<file path="config.mk">
export PLATFORM = sky130hd
export DESIGN_NAME = gray_monitor
export DESIGN_NICKNAME = d
export VERILOG_FILES = /design/src/rtl/gray_monitor.sv
export SDC_FILE = /design/constraint.sdc
export NUM_CORES = 1
export LEC_CHECK = 0
export CAP_MARGIN = 10
export CORE_MARGIN = 8
export CORE_UTILIZATION = 55
export CTS_BUF_LIST = sky130_fd_sc_hd__clkbuf_8
export CTS_CLUSTER_SIZE = 24
export DETAILED_ROUTE_END_ITERATION = 6
export PLACE_DENSITY = 0.84
export SYNTH_ARGS = -nofsm -noshare
export SYNTH_HDL_FRONTEND = slang
export SYNTH_SLANG_ARGS = --single-unit
</file>
<file path="constraint.sdc">
create_clock -name clk -period 3.3 [get_ports clk]
set_input_delay 0.66 -clock clk [delete_from_list [all_inputs] [get_ports clk]]
set_output_delay 0.66 -clock clk [all_outputs]
set_load 0.03 [all_outputs]
</file>
<file path="src/rtl/gray_monitor.sv">
// Gray-code counter monitor: synchronises an upstream Gray count, decodes it
// to binary, checks that consecutive samples only hold or advance by one, and
// counts forward wraps through zero.
`timescale 1ns/1ps

module gray_monitor #(
    parameter int unsigned CBITS = 9,
    parameter int unsigned WBITS = 8
) (
    input  logic             clk,
    input  logic             rst,
    input  logic [CBITS-1:0] gray_in,
    input  logic             clr_err,
    output logic [CBITS-1:0] bin_out,
    output logic             bin_vld,
    output logic             wrap_pulse,
    output logic [WBITS-1:0] wrap_cnt,
    output logic             step_err,
    output logic             err_sticky,
    output logic [1:0]       state
);

    typedef enum logic [1:0] {
        ST_INIT  = 2'd0,
        ST_RUN   = 2'd1,
        ST_FAULT = 2'd2
    } state_t;

    // Edges after reset release until prev holds a genuinely sampled value.
    localparam int unsigned WARM_BITS = 4;
    localparam logic [CBITS-1:0] ALL_ONES = '1;
    localparam logic [WBITS-1:0] CNT_MAX  = '1;

    logic [CBITS-1:0]     s1;
    logic [CBITS-1:0]     s2;
    logic [CBITS-1:0]     dec;
    logic [CBITS-1:0]     prev;
    logic [WARM_BITS-1:0] warm;
    logic                 chk_arm;
    logic                 check_en;
    logic                 is_hold;
    logic                 is_step;
    logic                 is_wrap;

    state_t           st;
    state_t           st_nxt;
    logic             step_err_nxt;
    logic             wrap_nxt;
    logic [WBITS-1:0] cnt_nxt;

    // Two-flop synchroniser for the asynchronous Gray input.
    always_ff @(posedge clk or negedge rst) begin
        if (!rst) begin
            s1 <= '0;
            s2 <= '0;
        end else begin
            s1 <= gray_in;
            s2 <= s1;
        end
    end

    // Gray to binary: each binary bit is the XOR of all Gray bits at or above it.
    always_comb begin
        dec = '0;
        for (int i = 0; i < int'(CBITS); i++) begin
            dec[i] = ^(s2 >> i);
        end
    end

    // Decoded sample, its predecessor and the pipeline warm-up tracker.
    always_ff @(posedge clk or negedge rst) begin
        if (!rst) begin
            bin_out <= '0;
            prev    <= '0;
            warm    <= '0;
            chk_arm <= 1'b0;
        end else begin
            bin_out <= dec;
            prev    <= bin_out;
            warm    <= {warm[WARM_BITS-2:0], 1'b1};
            chk_arm <= (st == ST_RUN);
        end
    end

    // Transition classification of the current sample against the previous one.
    always_comb begin
        is_hold  = (bin_out == prev);
        is_step  = (bin_out == CBITS'(prev + CBITS'(1)));
        is_wrap  = (prev == ALL_ONES) && (bin_out == '0);
        check_en = chk_arm && warm[WARM_BITS-1];
    end

    // Next-state and next-output logic; an illegal step outranks clr_err.
    always_comb begin
        st_nxt       = st;
        step_err_nxt = 1'b0;
        wrap_nxt     = 1'b0;
        cnt_nxt      = wrap_cnt;
        case (st)
            ST_INIT: begin
                st_nxt  = ST_RUN;
                cnt_nxt = '0;
            end
            ST_RUN: begin
                if (check_en) begin
                    if (!is_hold && !is_step) begin
                        st_nxt       = ST_FAULT;
                        step_err_nxt = 1'b1;
                    end else if (is_wrap) begin
                        wrap_nxt = 1'b1;
                        if (wrap_cnt != CNT_MAX) begin
                            cnt_nxt = WBITS'(wrap_cnt + WBITS'(1));
                        end
                    end
                end
            end
            ST_FAULT: begin
                if (clr_err) begin
                    st_nxt  = ST_INIT;
                    cnt_nxt = '0;
                end
            end
            default: begin
                st_nxt = ST_INIT;
            end
        endcase
    end

    // State register and registered status outputs.
    always_ff @(posedge clk or negedge rst) begin
        if (!rst) begin
            st         <= ST_INIT;
            step_err   <= 1'b0;
            wrap_pulse <= 1'b0;
            wrap_cnt   <= '0;
            bin_vld    <= 1'b0;
            err_sticky <= 1'b0;
        end else begin
            st         <= st_nxt;
            step_err   <= step_err_nxt;
            wrap_pulse <= wrap_nxt;
            wrap_cnt   <= cnt_nxt;
            bin_vld    <= (st_nxt == ST_RUN);
            err_sticky <= (st_nxt == ST_FAULT);
        end
    end

    assign state = st;

endmodule

</file>
---- After elaboration in Yosys (flattened, before gate mapping) ----
Index checks and enable logic that the tools add are counted.
operators by class
  shift operators ......................... 0
  eq/ne operators ......................... 13
  bitwise operators ....................... 0
  multipliers ............................. 0
  reductions and logical operators ........ 18
  muxes and demuxes ....................... 17
  order comparisons ....................... 0
  $add $sub $neg .......................... 2
  div/mod/pow operators ................... 0
operator list
  cell                 number
  $reduce_xor 9->1     9
  $mux 8               5
  $pmux 8 s3           1
  $eq 9x9->1           2
  $add 9x1->9 const B  1
  $eq 9x9->1 const B   1
  $logic_not 9->1      1
  $add 8x1->8 const B  1
  $ne 2x2->1 const B   4
  $ne 8x8->1 const B   1
  $mux 1               7
  $mux 2               3
  $pmux 2 s3           1
  $reduce_and 6->1     1
  $eq 2x1->1 const B   2
  $eq 2x2->1 const B   2
  $logic_and 1x1->1    3
  $reduce_bool 3->1    1
  $logic_not 1->1      2
  $logic_not 2->1      1
  $ne 2x1->1 const B   1
storage, ports and cells
  latch bits .............................. 0
  input port bits ......................... 12
  memory bits (writable) .................. 0
  logic and storage cells ................. 62
  output and inout port bits .............. 23
  bits in registers ....................... 55
  memory bits (read-only) ................. 0
  memories kept ........................... 0

---- Longest topological paths before layout ----
  depth in word-level cells ............... 8
  depth in mapped cells ................... 12
  mapped depth without buffers ............ 11

---- Worst setup path before layout ----
No wires, ideal clock.
  path kind ............................... register -> register
  start point ............................. reg prev[0]
  end point ............................... reg wrap_cnt[5]
  cell stages (with the launch flop) ...... 12
  slack ................................... 675 ps
  required time ........................... 3224 ps
  arrival time ............................ 2548 ps
  path buffers ............................ 0
  cells stage by stage .................... dfrtp_1 -> ha_1 -> and2_1 -> and3_1 -> ha_1 -> xor2_1 -> nor3_1 -> o211ai_1 -> a211oi_2 -> o211ai_2 -> or4_1 -> o21ai_1
between the ends
  longest elaborated chain between the ends .. 6
  elaborated cells between the ends (all ways) .. 11
  classes of those cells .................. add/sub (1); eq/ne (5); reduce/logical (5)
RTL lines
  item                                   line  RTL
  start, declared                        37    logic [CBITS-1:0] prev;
  start signal, assigned                 79    prev <= bin_out;
  $add 9x1->9                            88    is_step = (bin_out == CBITS'(prev + CBITS'(1)));
  $eq 9x9->1                             88
  $logic_not 1->1                        106   if (!is_hold && !is_step) begin
  $logic_and 1x1->1                      106
  $ne 2x2->1 (no source line)            --
  $reduce_and 6->1 (no source line) (*)  --
  end signal, assigned                   142   wrap_cnt <= cnt_nxt;
  end, declared                          17    output logic [WBITS-1:0] wrap_cnt,
Every way passes the cells marked *; elsewhere a longest branch is shown, timed or not.
A chain may end at the register's enable or synchronous reset.

---- Worst setup path after layout ----
  start point ............................. reg prev[0]
  end point ............................... reg wrap_cnt[7]
Same word-level chain as after synthesis.

==> metrics.yaml <==
outcome: "complete, no violations"
antenna_found_initial: 0
post-route-min-period_ns: 3.00
grt_max_degree: 42
crit_start: "prev[0]"
cts_buffers: 5
netlist_area_um2: 2210
skew_ns: 0.00218
setup_viol: 0
crit_path_end_kind: "flip-flop"
clk_pin_slew_worst_paths_ns: 0.09
cp_data_arrival_time_ns: 3.23
drt_drc_violations_left: 0
clock_path_buffers: 2
cts_sinks: 55
routed_wl_um: 4230
syn-num-nets: 189
relSlewSlack_pct: 43.5
dpl.hpwl_um: 3090
synth_area_leaders: "dfrtp_1 (62%), xor2_1 (3.6%), xnor2_1 (3.2%)"
worst_slew_pin_slew_ns: 0.848
powerDensity_nw_per_um2: 717
drt_iter0_drc: 87
post_cts_buffers: 0
grt_pass1_wl_um: 6950
finalNetCount: 230
pre_cts_ws_ns: 0.298
place_congestion: 0.937
hold_class: "flip-flop to flip-flop"
track_usage_pct: 14.0
peakVddDrop_uv: 465
dieWidth_um: 79.4
maxCapViolations: 0
path_max_fanout: 14
crit_type: "flip-flop to flip-flop"
hold_path_end: "s2[3]"
min_path_cells: 0
grt_pass1_vias: 1443
synth.top_cells.by_count: "dfrtp_1 (55), xor2_1 (9), inv_1 (8), xnor2_1 (8)"
clkLatencyLatePin_ns: 0.29
drive_gt1_share_pct: 8.80
synth-seq-area-share_pct: 62.3
h-tree-depth: 2
rr_endpoint: "wrap_cnt[7]"
synth_area_per_cell_um2: 12.7
syn_inst: 174
ys_warn_count: 0
avgViaCountPerCell: 5.55
maxSlewViolCount: 0
synth_edf_count: 0
start_kind: "flip-flop"
vias: 1477
setup_ws_ns: 0.297
syn_to_final_growth_pct: 24.0
yosys.area.top_type: "dfrtp_1"
ff2ff_setup_slack_ns: 0.30
ys_async_sr_fraction_pct: 100
critPathRequiredTime_ns: 3.52
start_util_pct: 56.0
min_period_over_period_pct: 91.0
fmax_mhz: 333
yosysTopAreaCellShare_pct: 62.3
ctsResizeCount: 0
ant_nets: 0
fin_setup_tns_ns: 0
diodes: 0
ys_types: 39
grt-ovfl-total: 0
reg2reg_depth: 11
ys_seq_elements: 55
hold_violations: 0
synth.most_common_cell: "dfrtp_1"
rsz0062_at_grt: "no"
post-route-util_pct: 69.5
p_leak_nw: 1.18
min_from: "s1[3]"
synthFlopType: "dfrtp_1"
core_area_um2: 3940
cts-root-buf: "clkbuf_8"
rr_startpoint: "prev[0]"
rows: 23
die_h_um: 79.4
ioPinCount: 35
dieArea_um2: 6300
drt_pass1_iterations: 4
ctsHoldBuffers: 0
cts_tree: "yes"
port-buffer-count: 34
wire_per_inst_um: 15.9
## stage by stage
step,hold slack [ns],cell area [um2],instances,total power [mW]
global placement,0.332,2610,258,1.51
global route,0.359,2740,266,2.07
detailed placement,0.335,2610,258,1.53
finish,0.354,2740,266,1.96
CTS,0.355,2730,266,1.97
floorplan,0.331,2210,174,1.30
## placed cells by master, fill, tap and decap left out, types with 2 or more instances in the layout
master            n
a21o_1            4
a21oi_1           7
a22oi_1           2
a31oi_1           4
a41oi_1           2
and2_1            2
and3_1            6
and4_1            2
buf_4             2
clkbuf_8          6
clkdlybuf4s50_1  33
dfrtp_1          55
ha_1              3
inv_1             8
nand2_1           7
nand2b_1          7
nand3_1           7
nand4_1           3
nor3_1            5
nor4_1            2
o211ai_1          3
o21ai_0           4
o21ai_1           2
o21bai_1          2
or4_1             2
xnor2_1           8
xnor2_2           4
xor2_1            9
## sequential cells by signal (all words and copies together), names as in the netlist
register and count:
bin_out 9, bin_vld 1, chk_arm 1, err_sticky 1
prev 9, s1 9, s2 9, state 2
step_err 1, warm 4, wrap_cnt 8, wrap_pulse 1
## power by group
| group | leakage [nW] | switching, mW | internal, mW |
|---|---|---|---|
| Combinational | 0.458 | 0.349 | 0.269 |
| Clock | 0.0612 | 0.196 | 0.245 |
| Sequential | 0.665 | 0.130 | 0.775 |
## worst max-delay path: stages, from the launching register on
cell      delay (ns)
dfrtp_1         0.46
ha_1            0.29
and2_1          0.17
and3_1          0.18
ha_1            0.28
xor2_1          0.15
nor3_1          0.14
o211ai_1        0.13
a211oi_2        0.33
o211ai_4        0.20
or4_1           0.52
o21ai_1         0.09
## cell families (layout without fill, tap and decap cells)
group           Yosys count  in the layout  share of synthesized area [%]
compound gates           36             36                           11.3
mux                       1              1                          0.453
xor+xnor                 21             21                           9.69
simple gates             47             47                           12.6
other cells               1              1                          0.170
fa+ha+maj                 3              3                           1.70
flops                    55             55                           62.3
buf+inv                  10             52                           1.76
## worst max path at each step
stage,endpoint,slack [ns],cells past startpoint
after floorplan,wrap_cnt[5],0.68,11
after global placement,wrap_cnt[5],0.41,11
after detailed placement,wrap_cnt[7],0.30,11
after CTS,wrap_cnt[7],0.26,11
after global routing,wrap_cnt[7],0.06,11
final,wrap_cnt[7],0.30,11
## area by class of cell
cell class / instances / area [um2]
clock buffers: 6 / 82.6
clock inverters: 2 / 35.0
fillers: 271 / 1200
inverters: 8 / 30.0
multi-input cells: 109 / 802
flip-flops and latches: 55 / 1380
well taps: 50 / 62.6
repair buffers: 36 / 350
## layer usage
layer,up-vias,track usage [%],part of all wire [%],wire length (um)
met3,2,3.84,4.0,168
met4,0,5.19,0.59,25
met5,-,0,0,0
met2,33,23.3,52,2220
li1,701,-,-,-
met1,741,16.9,43,1820
(Power assumes the default switching activity.)
